**src/rtl/servo_pkg.sv**
```systemverilog
// Shared servo types, default timing/range constants and helpers for the ramp and PWM stages.
package servo_pkg;

  typedef logic [15:0] servo_width_t;

  localparam int DEF_CLK_HZ   = 50_000_000;
  localparam int DEF_FRAME_US = 20_000;
  localparam int DEF_MIN_US   = 1_000;
  localparam int DEF_MAX_US   = 2_000;
  localparam int DEF_RESET_US = 1_500;
  localparam int DEF_STEP_US  = 20;
  localparam int DEF_ACCEL_US = 5;

  typedef enum logic {
    IDLE = 1'b0,
    RAMP = 1'b1
  } ramp_state_t;

  // Clock cycles in a span of microseconds; clk_hz is assumed a whole number of MHz.
  function automatic int to_ticks(input int us, input int clk_hz);
    return us * (clk_hz / 1_000_000);
  endfunction

  function automatic servo_width_t clamp_us(input servo_width_t v,
                                            input servo_width_t lo,
                                            input servo_width_t hi);
    if (v < lo) return lo;
    if (v > hi) return hi;
    return v;
  endfunction

endpackage

```
**src/rtl/servo_frame_timer.sv**
```systemverilog
// Free-running servo frame timer: one-cycle tick every FRAME_US, shared by the ramp and PWM stages.
module servo_frame_timer
  import servo_pkg::*;
#(
  parameter int CLK_HZ   = DEF_CLK_HZ,
  parameter int FRAME_US = DEF_FRAME_US
) (
  input  logic clk,
  input  logic rst,
  output logic tick
);

  localparam int            TICKS = to_ticks(FRAME_US, CLK_HZ);
  localparam int            CW    = (TICKS > 1) ? $clog2(TICKS) : 1;
  localparam logic [CW-1:0] LAST  = CW'(TICKS - 1);

  logic [CW-1:0] r_cnt;
  logic          w_last;

  assign w_last = (r_cnt == LAST);
  assign tick   = w_last;

  // NOTE: sequential state is always assigned with <= so every flop samples pre-edge values.
  always_ff @(posedge clk) begin
    if (rst) begin
      r_cnt <= '0;
    end else if (w_last) begin
      r_cnt <= '0;
    end else begin
      r_cnt <= r_cnt + CW'(1);
    end
  end

endmodule

```
**src/rtl/servo_ramp.sv**
```systemverilog
// Slew-rate limiter feeding the servo PWM width; moves toward the clamped target once per frame.
// Optional soft-start easing is enabled with `define SERVO_RAMP_EASE_EN.
module servo_ramp
  import servo_pkg::*;
#(
  parameter int CLK_HZ   = DEF_CLK_HZ,
  parameter int FRAME_US = DEF_FRAME_US,
  parameter int MIN_US   = DEF_MIN_US,
  parameter int MAX_US   = DEF_MAX_US,
  parameter int RESET_US = DEF_RESET_US,
  parameter int STEP_US  = DEF_STEP_US
`ifdef SERVO_RAMP_EASE_EN
  ,
  parameter int ACCEL_US = DEF_ACCEL_US
`endif
) (
  input  logic         clk,
  input  logic         rst,
  input  logic         target_valid,
  input  servo_width_t target_us,
  output logic         target_ready,
  output servo_width_t width_us,
  output logic         frame_tick,
  output logic         at_target,
  output logic         busy
);

  localparam servo_width_t MIN_W   = servo_width_t'(MIN_US);
  localparam servo_width_t MAX_W   = servo_width_t'(MAX_US);
  localparam servo_width_t RESET_W = servo_width_t'(RESET_US);
  localparam servo_width_t STEP_W  = servo_width_t'(STEP_US);

  ramp_state_t         r_state;
  ramp_state_t         w_state_next;
  servo_width_t        r_width;
  servo_width_t        r_target;
  servo_width_t        w_width_next;
  servo_width_t        w_clamped;
  servo_width_t        w_step;
  servo_width_t        w_mag;
  servo_width_t        w_delta;
  logic signed [16:0]  w_diff;
  logic                r_ready;
  logic                w_tick;
  logic                w_accept;

  servo_frame_timer #(
    .CLK_HZ  (CLK_HZ),
    .FRAME_US(FRAME_US)
  ) u_frame_timer (
    .clk (clk),
    .rst (rst),
    .tick(w_tick)
  );

  assign w_accept  = target_valid && r_ready;
  assign w_clamped = clamp_us(target_us, MIN_W, MAX_W);

  // Signed distance to the stored target; its sign picks the direction, the step never overshoots.
  assign w_diff  = $signed({1'b0, r_target}) - $signed({1'b0, r_width});
  assign w_mag   = w_diff[16] ? servo_width_t'(-w_diff) : servo_width_t'(w_diff);
  assign w_delta = (w_mag < w_step) ? w_mag : w_step;

`ifdef SERVO_RAMP_EASE_EN
  localparam servo_width_t ACCEL_W = servo_width_t'(ACCEL_US);

  servo_width_t r_step;
  logic [16:0]  w_step_sum;

  assign w_step_sum = {1'b0, r_step} + {1'b0, ACCEL_W};
  assign w_step     = r_step;

  // Every accept restarts the soft start; each ramp tick grows the step up to STEP_US.
  always_ff @(posedge clk) begin
    if (rst) begin
      r_step <= ACCEL_W;
    end else if (w_accept) begin
      r_step <= ACCEL_W;
    end else if ((r_state == RAMP) && w_tick) begin
      r_step <= (w_step_sum > {1'b0, STEP_W}) ? STEP_W : w_step_sum[15:0];
    end else if (r_state == IDLE) begin
      r_step <= ACCEL_W;
    end
  end
`else
  assign w_step = STEP_W;
`endif

  // NOTE: every always_comb output gets a default first so no path leaves a latch behind.
  always_comb begin
    w_width_next = r_width;
    w_state_next = r_state;

    if ((r_state == RAMP) && w_tick) begin
      w_width_next = w_diff[16] ? (r_width - w_delta) : (r_width + w_delta);
    end

    unique case (r_state)
      IDLE: begin
        if (w_accept && (w_clamped != r_width)) begin
          w_state_next = RAMP;
        end
      end
      RAMP: begin
        // A fresh target decides the state against the width this edge produces.
        if (w_accept) begin
          w_state_next = (w_clamped == w_width_next) ? IDLE : RAMP;
        end else if (w_tick && (w_width_next == r_target)) begin
          w_state_next = IDLE;
        end
      end
      default: w_state_next = IDLE;
    endcase
  end

  always_ff @(posedge clk) begin
    if (rst) begin
      r_state  <= IDLE;
      r_width  <= RESET_W;
      r_target <= RESET_W;
      r_ready  <= 1'b0;
    end else begin
      r_state <= w_state_next;
      r_width <= w_width_next;
      r_ready <= 1'b1;
      if (w_accept) begin
        r_target <= w_clamped;
      end
    end
  end

  assign target_ready = r_ready;
  assign width_us     = r_width;
  assign frame_tick   = w_tick;
  assign at_target    = (r_width == r_target);
  assign busy         = ~at_target;

endmodule

```
**config.mk**
```make
export PLATFORM = sky130hd
export DESIGN_NAME = servo_ramp
export DESIGN_NICKNAME = d
export VERILOG_FILES = /design/src/rtl/servo_pkg.sv /design/src/rtl/servo_frame_timer.sv /design/src/rtl/servo_ramp.sv
export SDC_FILE = /design/constraint.sdc
export NUM_CORES = 1
export LEC_CHECK = 0
export ABC_AREA = 1
export CORE_MARGIN = 2
export CORE_UTILIZATION = 35
export CTS_CLUSTER_DIAMETER = 80
export CTS_CLUSTER_SIZE = 8
export DETAILED_ROUTE_END_ITERATION = 12
export SYNTH_ARGS = -nofsm -noshare
export SYNTH_HDL_FRONTEND = slang
export SYNTH_SLANG_ARGS = --single-unit
```
**constraint.sdc**
```tcl
create_clock -name clk -period 6.5 [get_ports clk]
set_input_delay 0.975 -clock clk [delete_from_list [all_inputs] [get_ports clk]]
set_output_delay 0.975 -clock clk [all_outputs]
set_load 0.1 [all_outputs]
```
==> results.cfg <==
[status]
outcome = complete, no violations

[placement]
numPortBuffers = 38
dp_hpwl_um = 12300
placedCellCount = 1128
gp_congestion = 0.864
place_ws_ns = 0.0869

[yosys]
synth-seq-cells = 54
syn_area_um2 = 5310
ys_async_sr_fraction_pct = 0
synth_top_area_share_pct = 20.4
yosys_warnings = 0
ys.flop_type = dfxtp_1
syn-mean-instance-area_um2 = 5.84
synth_edf_count = 0
netlist_instances = 909
synth_nets = 964
synth_area_leader_cell = dfxtp_1
ys_types = 44
seq_area_frac_synth_pct = 20.4
synth_area_leaders = dfxtp_1, nand2_1, inv_1, ha_1, nand3_1

[min_path]
hold_path_class = register to register
hold_start = u_frame_timer.r_cnt[0]
min_to = u_frame_timer.r_cnt[0]
holdPathStages = 1

[setup_path]
timing.rr.end = r_state
critPathMaxStageDelay_ns = 0.57
startpoint_type = register
timing.rr.start = r_target[0]
endpoint_kind = register
critPathMaxFanout = 5
crit_type = register to register
rr_worst_depth = 42
crit_required_ns = 6.65
crit_path_frequent_cell = nand2_1
arrival_ns = 6.16
timing.reg2reg.setup_slack_ns = 0.49
cp_slowest_cell = fa_2

[layout]
drive_gt1_share_pct = 7.41
fin_util_pct = 41.4
layout_commonest_cell = nand2_1
layout.cells.non_filler = 1146
regArea_um2 = 1080
syn2layout_area_growth_pct = 17.2
multiInputGateArea_um2 = 3710
antennaDiodeCount = 0
nets = 1012
final_cell_mix = nand2_1, inv_1, nor2_1
fillers = 1646

[route]
drcViolationCount = 0
ant_nets = 0
dr.pass1.iters = 7
wl_um = 15200
vias_per_cell = 4.97
drtIter0Drc = 350
routedWlPerCell_um = 13.2
routed-via-count = 5700

[clocking]
path_clk_slew_ns = 0.07
root_buffer = clkbuf_16
clock_path_buffers = 2
cts_hold_buffers = 0
cts_buffers = 5
htree_levels = 2
cts.sinks = 54
clk_latency_ns = 0.30
cts_tree = built

[sta]
relSlewSlack_pct = 29.7
fin_ws_ns = 0.489
hold_ws_ns = 0.477
period_needed_ns = 6.01
setup_violations = 0
slew_viol_final = 0
fmax_mhz = 166
fin_crit_sh_pct = 92.5
worst_pin_slew_ns = 1.05
hold_violations = 0
fin_skew_ns = 0.00685

[global_routing]
antenna_found_initial = 0
grt_pass1_vias = 4959
grt_pass1_wl_um = 24600
grt_start_max_net_pins = 28
grt_usage_pct = 18.9
globalRoute.totalOverflow = 0

[flow_run]
maxCapViolations = 0

[floorplanning]
fp.dieH_um = 127
rows = 45
dieWidth_um = 127
coreArea_um2 = 15000
ios = 39
die_area_um2 = 16200
start_util_pct = 35.3

[power]
ir_drop_uv = 115
p_per_area_nw_per_um2 = 168
p_leak_uw = 0.00303
power_uw = 1050
## how the worst max path moves through the flow
stage                           start      end  slack, ns
after floorplan           width_us[0]  r_state       0.45
after global placement    width_us[0]  r_state       0.14
after detailed placement  width_us[0]  r_state       0.09
after CTS                 width_us[0]  r_state       0.05
after global routing      r_target[0]  r_state      -0.06
final                     r_target[0]  r_state       0.49
## cells by family after synthesis
logic type	Yosys count	share of synthesized area, %
buffers and inverters	154	11.4
adder cells (fa/ha/maj)	36	8.77
flip-flops	54	20.4
XOR/XNOR	29	4.79
AND/OR/NAND/NOR	518	42.0
AO/OA/AOI/OAI	118	12.7
## worst max-delay path, delay by kind of cell, from the launching register on
family          cells  cell delay, ns
fa+ha+maj           5            1.51
compound gates      7            0.87
simple gates       23            2.39
xor+xnor            2            0.33
flops               1            0.35
buf+inv             5            0.38
## where the power goes
part / total, uW / switching (uW) / internal, uW
sequential: 345 / 7.97 / 337
combinational: 418 / 268 / 150
clock: 285 / 130 / 155
## final cells by class
cell class,instances,share of cell area (%)
flip-flops and latches,54,17.4
well taps,188,3.78
clock inverters,2,0.261
multi-input cells,701,59.6
inverters,140,8.57
clock buffers,6,2.23
repair buffers,55,8.13
## registers in the layout, indices dropped and copies added, names as in the netlist
| signal | cells |
|---|---|
| r_state | 1 |
| r_target | 16 |
| u_frame_timer.r_cnt | 20 |
| width_us | 16 |
| target_ready | 1 |
## cell usage after synthesis, types with 3 or more instances
| cell | number |
|---|---|
| nand2_1 | 282 |
| clkbuf_1 | 10 |
| nand4_1 | 22 |
| o22ai_1 | 4 |
| o21ai_0 | 35 |
| nand3b_1 | 3 |
| nor2_1 | 94 |
| o21a_1 | 3 |
| or2_2 | 3 |
| ha_1 | 34 |
| inv_1 | 134 |
| o211ai_1 | 7 |
| a21oi_1 | 50 |
| a21o_1 | 3 |
| nor3_1 | 17 |
| nor2_2 | 4 |
| nand3_1 | 74 |
| xnor2_1 | 7 |
| inv_2 | 4 |
| a21oi_2 | 3 |
| nor3b_1 | 4 |
| nand2_2 | 7 |
| dfxtp_1 | 54 |
| xor2_1 | 22 |
| o31ai_1 | 5 |
## metal layers
metal | vias up | track usage, % | share of wire [%]
li1 | 3023 | - | -
met1 | 2559 | 26.7 | 50
met2 | 106 | 31.3 | 45
met3 | 12 | 1.51 | 3.3
met4 | 0 | 4.52 | 1.2
met5 | - | 0 | 0
## stage by stage
| stage | TNS [ns] | area (um^2) |
|---|---|---|
| floorplan | 0 | 5310 |
| global placement | 0 | 5900 |
| detailed placement | 0 | 5900 |
| CTS | 0 | 6060 |
| global route | -0.0583 | 6220 |
| finish | 0 | 6220 |
## repair_timing
| item | 4_1_cts | 5_1_grt |
|---|---|---|
| setup endpoints to repair | 0 | 3 |
| buffers inserted | 0 | 10 |
| gates resized for setup | 0 | 28 |
(Power assumes the default switching activity.)
